File: config.mk
export PLATFORM = sky130hd
export DESIGN_NAME = reshaper_wr_buf
export DESIGN_NICKNAME = d
export VERILOG_FILES = /design/src/rtl/reshaper_wr_buf.sv
export SDC_FILE = /design/constraint.sdc
export NUM_CORES = 2
export LEC_CHECK = 0
export ABC_AREA = 1
export CAP_MARGIN = 20
export CORE_ASPECT_RATIO = 0.6
export CORE_UTILIZATION = 55
export CTS_CLUSTER_SIZE = 28
export DETAILED_ROUTE_END_ITERATION = 12
export PLACE_DENSITY = 0.75
export SLEW_MARGIN = 20
export SYNTH_ARGS = -nofsm -noshare
export SYNTH_HDL_FRONTEND = slang
export SYNTH_MEMORY_MAX_BITS = 65536
export SYNTH_SLANG_ARGS = --single-unit
File: constraint.sdc
create_clock -name clk -period 64.5 [get_ports clk]
set_clock_uncertainty 0.05 [all_clocks]
set_input_delay 12.9 -clock clk [delete_from_list [all_inputs] [get_ports clk]]
set_output_delay 12.9 -clock clk [all_outputs]
set_load 0.01 [all_outputs]
File: src/rtl/reshaper_wr_buf.sv
`default_nettype none
// +----------------------------------------------------------------------------+
// | Module  : reshaper_wr_buf                                                  |
// | Brief   : Elastic write buffer between the reshaper and the feature-map    |
// |           SRAM. Optional peak-occupancy port under RESHAPER_WBUF_HWM_EN.   |
// | Revision: 1.0 - initial release                                            |
// +----------------------------------------------------------------------------+
module reshaper_wr_buf #(
  parameter int AW    = 16,
  parameter int DW    = 512,
  parameter int DEPTH = 8,
  parameter int CNTW  = 16
) (
  input  logic                    clk,
  input  logic                    reset_n,
  input  logic                    init_pulse,
  input  logic [AW-1:0]           waddr,
  input  logic [DW-1:0]           wdata,
  input  logic                    wdata_vld,
  input  logic                    finish,
  output logic [AW-1:0]           mem_waddr,
  output logic [DW-1:0]           mem_wdata,
  output logic                    mem_wvld,
  input  logic                    mem_wrdy,
  output logic [CNTW-1:0]         wr_cnt,
  output logic                    ovf,
`ifdef RESHAPER_WBUF_HWM_EN
  output logic [$clog2(DEPTH):0]  hwm,
`endif
  output logic                    done
);

  localparam int            c_PW      = $clog2(DEPTH);
  localparam logic [CNTW-1:0] c_CNT_MAX = {CNTW{1'b1}};

  typedef enum logic [1:0] {
    S_IDLE  = 2'd0,
    S_RUN   = 2'd1,
    S_DRAIN = 2'd2,
    S_DONE  = 2'd3
  } state_t;

  state_t               r_state;
  state_t               w_state_nxt;
  logic [c_PW:0]        r_wptr;
  logic [c_PW:0]        r_rptr;
  logic [CNTW-1:0]      r_wr_cnt;
  logic                 r_ovf;
  logic [AW+DW-1:0]     r_mem [DEPTH];

  logic                 w_empty;
  logic                 w_full;
  logic                 w_push_req;
  logic                 w_push;
  logic                 w_pop;
  logic                 w_drop;
  logic [c_PW:0]        w_count;
  logic [c_PW:0]        w_count_nxt;
  logic [AW+DW-1:0]     w_head;

  // Extra pointer MSB distinguishes full (MSBs differ) from empty (equal).
  assign w_empty     = (r_wptr == r_rptr);
  assign w_full      = (r_wptr[c_PW] != r_rptr[c_PW]) &&
                       (r_wptr[c_PW-1:0] == r_rptr[c_PW-1:0]);
  assign w_count     = r_wptr - r_rptr;

  // init_pulse wins over any same-cycle push or pop.
  assign w_push_req  = wdata_vld && !init_pulse &&
                       ((r_state == S_RUN) || (r_state == S_DRAIN));
  assign w_pop       = !w_empty && mem_wrdy && !init_pulse;
  assign w_push      = w_push_req && (!w_full || w_pop);
  assign w_drop      = w_push_req && w_full && !w_pop;
  assign w_count_nxt = w_count + (c_PW+1)'(w_push) - (c_PW+1)'(w_pop);

  always_ff @(posedge clk) begin
    if (w_push) begin
      r_mem[r_wptr[c_PW-1:0]] <= {waddr, wdata};
    end
  end

  assign w_head    = r_mem[r_rptr[c_PW-1:0]];
  assign mem_wvld  = !w_empty;
  assign mem_waddr = w_empty ? '0 : w_head[AW+DW-1:DW];
  assign mem_wdata = w_empty ? '0 : w_head[DW-1:0];

  always_ff @(posedge clk or negedge reset_n) begin
    if (!reset_n) begin
      r_state  <= S_IDLE;
      r_wptr   <= '0;
      r_rptr   <= '0;
      r_wr_cnt <= '0;
      r_ovf    <= 1'b0;
    end else if (init_pulse) begin
      r_state  <= S_RUN;
      r_wptr   <= '0;
      r_rptr   <= '0;
      r_wr_cnt <= '0;
      r_ovf    <= 1'b0;
    end else begin
      r_state <= w_state_nxt;
      if (w_push) r_wptr <= r_wptr + 1'b1;
      if (w_pop)  r_rptr <= r_rptr + 1'b1;
      if (w_pop && (r_wr_cnt != c_CNT_MAX)) r_wr_cnt <= r_wr_cnt + 1'b1;
      if (w_drop) r_ovf <= 1'b1;
    end
  end

  // Completion is taken on the edge that empties the FIFO, not one later.
  always_comb begin
    w_state_nxt = r_state;
    case (r_state)
      S_IDLE:  w_state_nxt = S_IDLE;
      S_RUN:   if (finish) w_state_nxt = S_DRAIN;
      S_DRAIN: if (w_count_nxt == '0) w_state_nxt = S_DONE;
      S_DONE:  w_state_nxt = S_DONE;
      default: w_state_nxt = S_IDLE;
    endcase
  end

  assign wr_cnt = r_wr_cnt;
  assign ovf    = r_ovf;
  assign done   = (r_state == S_DONE);

`ifdef RESHAPER_WBUF_HWM_EN
  logic [c_PW:0] r_hwm;

  always_ff @(posedge clk or negedge reset_n) begin
    if (!reset_n) begin
      r_hwm <= '0;
    end else if (init_pulse) begin
      r_hwm <= '0;
    end else if (w_count > r_hwm) begin
      r_hwm <= w_count;
    end
  end

  assign hwm = r_hwm;
`endif

endmodule
`default_nettype wire
Word-level counts from Yosys, hierarchy flattened

Memory sizes are Yosys's and may differ from the RTL's.
Cells that the tools add are included.

Register bits: 27
Memory bits (writable): 4224
Input port bits: 534
Output and inout bits: 547
Logic and storage cells: 59
Memories kept: 1

Memory list:

| memory | words | bits a word | rd ports | clocked after memory_dff | write ports | RTL line | source |
|---|---|---|---|---|---|---|---|
| r_mem  | 8     | 528         | 1        | 0                        | 1           | 49       | `logic [AW+DW-1:0] r_mem [DEPTH];` |

Add/sub/neg operators: 6
Equal/unequal tests: 9
Mux-type cells: 16
Reduce and logical (&&, ||, !) cells: 22

Operator list:

| operator                                              | number |
|---|---|
| two-way mux 512 bit                                   | 1 |
| two-way mux 16 bit                                    | 3 |
| adder 16 x 1 -> 16 bit, second input constant         | 1 |
| two-way mux 4 bit                                     | 4 |
| inequality test 16 bit, second input constant         | 1 |
| logical AND 1 bit                                     | 9 |
| adder 4 x 1 -> 4 bit, second input constant           | 2 |
| case mux 2 bit (4 select lines)                       | 1 |
| nonzero test 2 bit                                    | 4 |
| two-way mux 2 bit                                     | 3 |
| adder 4 x 1 -> 4 bit                                  | 1 |
| == test 2 bit, second input constant                  | 2 |
| == test 4 bit                                         | 1 |
| zero test 1 bit                                       | 4 |
| zero test 4 bit                                       | 1 |
| two-way mux 1 bit                                     | 4 |
| subtractor 4 x 1 -> 4 bit                             | 1 |
| subtractor 4 bit                                      | 1 |
| == test 3 bit                                         | 1 |
| inequality test 3 x 2 -> 1 bit, second input constant | 1 |
| inequality test 3 bit, second input constant          | 1 |
| == test 2 x 1 -> 1 bit, second input constant         | 1 |
| zero test 2 bit                                       | 1 |
| logical OR 1 bit                                      | 2 |
| 2 further kinds                                       | 2 |

Depth between registers and ports, before layout

Depth after elaboration: 12
Depth in mapped cells: 21
Depth with buffers taken out: 19

Worst setup path after synthesis

OpenSTA, ideal clock, no wires.

Kind: input -> register
From: input port init_pulse
To: memory r_mem[0][0] in the netlist's numbering (enable)
Setup time: 1.432 ns
Data arrival time: 35.511 ns
Data required time: 63.018 ns
Path slack: 27.507 ns
Cell stages on the path: 6
Path buffers: 1
Cells stage by stage: clkbuf_1 o2111ai_1 nand2_1 inv_1 nand2_1 nor2_1

Word-level cells in the longest chain between the ends: 6
Elaborated cells on any way between the ends: 8
Those cells by class: mux (2); reduce/logical (6)

RTL lines:

| item                                                  | RTL line | source |
|---|---|---|
| from (decl)                                           | 16       | `input logic init_pulse,` |
| zero test 1 bit *                                     | 68, 70   |  |
| logical AND 1 bit (on tied branches)                  | 68, 70   |  |
| logical AND 1 bit or logical OR 1 bit (tied branches) | 68, 71   |  |
| logical AND 1 bit *                                   | 71       | `assign w_push = w_push_req && (!w_full \|\| w_pop);` |
| two-way mux 1 bit *                                   | 76       | `if (w_push) begin` |
| two-way mux 1 bit (implied by the code) *             | 77       | `r_mem[r_wptr[c_PW-1:0]] <= {waddr, wdata};` |
| to (decl)                                             | 49       |  |

Mark *: on every way between the ends. The rest lies on a longest branch, timed or not.

Final worst setup path

From: register r_rptr[0]
To: output port mem_wdata[442]

Word-level cells in the longest chain between the ends: 2
Elaborated cells on any way between the ends: 3
Those cells by class: eq/ne (1); mux (1); memory (1)

RTL lines:

| item                                                  | RTL line | source |
|---|---|---|
| from (decl)                                           | 46       | `logic [c_PW:0] r_rptr;` |
| from (signal assigned)                                | 102      | `if (w_pop) r_rptr <= r_rptr + 1'b1;` |
| memory (8 x 528 bit) or == test 4 bit (tied branches) | n/a      |  |
| two-way mux 512 bit *                                 | 84       | `assign mem_wdata = w_empty ? '0 : w_head[DW-1:0];` |
| to (decl)                                             | 22       | `output logic [DW-1:0] mem_wdata,` |

Marks and branches as above.

==> metrics.json <==
{
  "outcome": "finished with violations",
  "violations": "slew limit",
  "crit-reg2reg-capture": "r_mem[4][146]",
  "crit_required_ns": 51.55,
  "grt_max_degree": 263,
  "core-area_um2": 297000,
  "wl_final_um": 431000,
  "actual_transition_at_the_worst_max_transition_pin_ns": 1.52,
  "ys_seq_elements": 4251,
  "synth_top_family_by_area": "compound AO/OA/AOI/OAI gates",
  "reg2reg_from": "r_rptr[0]",
  "first_global_vias": 103000,
  "clkTransAtPathRegs_ns": 0.06,
  "ff2ff_setup_slack_ns": 57.44,
  "synthesis.instances": 12200,
  "timing_worst_setup_path_type": "reg -> out",
  "critPathCaptureType": "primary output",
  "setup_viol": 0,
  "grt_first_pass_wirelength_um": 632000,
  "mostFrequentLayoutCell": "edfxtp_1",
  "drt-initial-drc-count": 13300,
  "timing.final.max_slew_violations": 38,
  "cts-resized-gates": 0,
  "maxClockFrequency_mhz": 48.1,
  "path_cells": "inv_16 > buf_6 > buf_6 > buf_12 > buf_16 > buf_4 > o21ai_0 > o22ai_1 > o21ai_1 > a31oi_1 > clkdlybuf4s50_1",
  "first_pass_iters": 6,
  "cts_setup_buffers": 0,
  "placement.setup.worst_slack_ns": 44.50,
  "cts.htree.levels": 5,
  "combinationalPowerShare": 0.359,
  "timing.critical_path.arrival_ns": 7.83,
  "p_switching_w": 0.00295,
  "syn_nets": 12800,
  "hold_viol_final": 0,
  "detail_route.drc_violations": 0,
  "cts.root.buffer_cell": "clkbuf_16",
  "sw_frac_of_total": 0.352,
  "post_synth_fa_ha_maj_area_fraction": 0.00113,
  "grt_overflow": 0,
  "yosysUniqueCellTypes": 35,
  "clockPowerShare": 0.259,
  "worstPathBufferInverterCount": 7,
  "layout-drive-gt1-share": 0.0495,
  "syn_to_final_growth_pct": 15.4,
  "post_drt_via_cell_ratio": 6.12,
  "die_w_um": 708,
  "track_usage": 0.275,
  "clock-sinks": 4251,
  "cts_hold_buffers": 0,
  "crit_path_max_incr_delay_ns": 0.95,
  "timing.max_slew.rel_slack": -0.0165,
  "rsz_0062_raised_after_global_routing": "false",
  "final_ws_setup_ns": 43.72,
  "cpMostUsedCell": "buf_6",
  "finish.net_count": 13500,
  "mostFrequentLayoutCells": "4224 x edfxtp_1, 3193 x nor2_1, 1984 x o21ai_0",
  "yosysSeqAreaShare": 0.776,
  "critPathLaunchType": "flop",
  "buffer_ports.inserted": 1080,
  "leakagePower_nw": 60.2,
  "timing.critical_path.max_delay_family": "buffers and inverters",
  "launch_point_of_the_worst_hold_path": "ovf",
  "clk_buf_depth": 4,
  "multi_input_area_um2": 32800,
  "reg2regPathDepth": 12,
  "gpl.final_weighted_congestion": 0.835,
  "path_depth": 11,
  "synth.cell_area_um2": 164000,
  "clock_latency_ns": 0.89,
  "final_min_period_ns": 20.78,
  "critical_path_peak_fanout": 246,
  "post_drt_wl_per_cell_um": 24.8,
  "hp-class": "reg -> reg",
  "whs_endpoint": "ovf",
  "clock_tree_from_tritoncts": "done",
  "synthesis.area_per_instance_um2": 13.4,
  "top_level_ports": 1081,
  "p_per_area_nw_per_um2": 44.1,
  "antenna_left": 0,
  "tns_ns": 0,
  "fill_cells": 20600,
  "fin_crit_sh": 0.322,
  "num_rows": 155,
  "slowest_cp_cell": "buf_4",
  "seq_power_share": 0.382,
  "die-height_um": 425,
  "yosys_warn_count": 0,
  "start_util": 0.553,
  "share_of_the_synthesized_area_in_compound_gates_ao_oa_aoi_oai": 0.121,
  "xor_xnor_share_of_the_synthesized_area": 0.000533,
  "detailroute.via_count": 106000,
  "drv.max_cap_violation_count": 0,
  "sequential_cell_area_um2": 128000,
  "hold_ws_ns": 0.445,
  "post_synth_and_or_nand_nor_area_fraction": 0.0764,
  "tritoncts.num_buffers": 375,
  "share_of_synthesized_area_spent_on_multiplexers": 0,
  "die_area_um2": 301000,
  "p_int_w": 0.00542,
  "min_delay_path_depth": 1,
  "initial_antenna_violation_count": 120,
  "place_hpwl_um": 227000,
  "max-vdd-ir-drop_v": 0.0000800
}
-- kinds of logic (layout without fill, tap and decap cells) --
logic type / after synthesis / after routing
DFF: 4251 / 4251
AOI/OAI and AO/OA: 3717 / 3717
and+or+nand+nor: 3325 / 3325
buffers and inverters: 918 / 1933
adders and majority gates: 13 / 13
xor gates and xnor gates: 10 / 10
other: 0 / 100
-- power groups by stage --
stage	combinational (W)	sequential, W	clock, W
CTS	0.00298	0.00320	0.00219
floorplan	0.00162	0.00335	0
global placement	0.00289	0.00325	0
global route	0.00321	0.00321	0.00229
detailed placement	0.00296	0.00326	0
finish	0.00300	0.00320	0.00217
-- per-stage QoR --
stage               utilization  std cells  instance area [um^2]  total power, W
floorplan                     -      12200                164000         0.00497
global placement          0.598      16600                178000         0.00614
detailed placement        0.598      16600                178000         0.00621
CTS                       0.637      17300                189000         0.00837
global route              0.638      17300                190000         0.00871
finish                    0.638      17400                190000         0.00837
-- Yosys cell counts --
cell,n,area share
a31oi_1,528,0.020
o21ai_0,1984,0.060
o21bai_1,2,0.000091
o21ai_1,671,0.020
clkinv_1,1,0.000023
nand3b_1,1,0.000046
o211ai_1,1,0.000046
nor3_1,6,0.00018
fa_1,3,0.00037
buf_6,9,0.00062
nand3_2,1,0.000061
buf_1,39,0.00089
xor2_1,7,0.00037
or2_2,1,0.000038
buf_2,297,0.0090
o21ai_2,1,0.000053
nand3_1,30,0.00091
nor2_2,1,0.000038
edfxtp_1,4224,0.77
o22ai_1,528,0.020
ha_1,10,0.00076
clkbuf_1,505,0.012
nand2_1,78,0.0018
inv_2,1,0.000023
clkbuf_2,1,0.000030
nand4_1,5,0.00019
dfrtp_1,27,0.0041
nand2_2,1,0.000038
inv_1,30,0.00069
buf_4,34,0.0016
o21a_1,1,0.000046
o2111ai_1,1,0.000053
inv_4,1,0.000038
xnor2_1,3,0.00016
nor2_1,3201,0.073
-- final cells by class --
| type | count | area share |
|---|---|---|
| tap | 4003 | 0.0264 |
| multi-input combinational | 7065 | 0.173 |
| timing repair buffer | 1227 | 0.0646 |
| sequential | 4251 | 0.672 |
| clock buffer | 462 | 0.0516 |
| clock inverter | 211 | 0.00971 |
| antenna | 100 | 0.00132 |
| inverter | 33 | 0.000818 |
-- per-layer routing --
| layer | share of wire | routed length [um] | global-route usage | up-vias |
|---|---|---|---|---|
| li1 | - | - | - | 47000 |
| met5 | 0.00078 | 336 | 0 | - |
| met3 | 0.089 | 38200 | 0.0551 | 997 |
| met2 | 0.48 | 206000 | 0.441 | 5481 |
| met1 | 0.38 | 163000 | 0.356 | 52800 |
| met4 | 0.054 | 23300 | 0.154 | 52 |
-- how the worst max path moves through the flow --
stage | from | to | slack [ns]
after global placement | r_rptr[0] | mem_wdata[442] | 44.68
after floorplan | init_pulse | r_mem[0][0] | 27.51
after global routing | r_rptr[0] | mem_wdata[442] | 43.40
final | r_rptr[0] | mem_wdata[442] | 43.72
after detailed placement | r_rptr[0] | mem_wdata[442] | 44.50
after CTS | r_rptr[0] | mem_wdata[442] | 43.49
-- flip-flops by register name, summed over array words and instances, names as in the netlist --
| name | count |
|---|---|
| r_state | 2 |
| r_mem | 4224 |
| ovf | 1 |
| wr_cnt | 16 |
| r_wptr | 4 |
| r_rptr | 4 |
No activity file was read; power rests on OpenSTA's default activity.
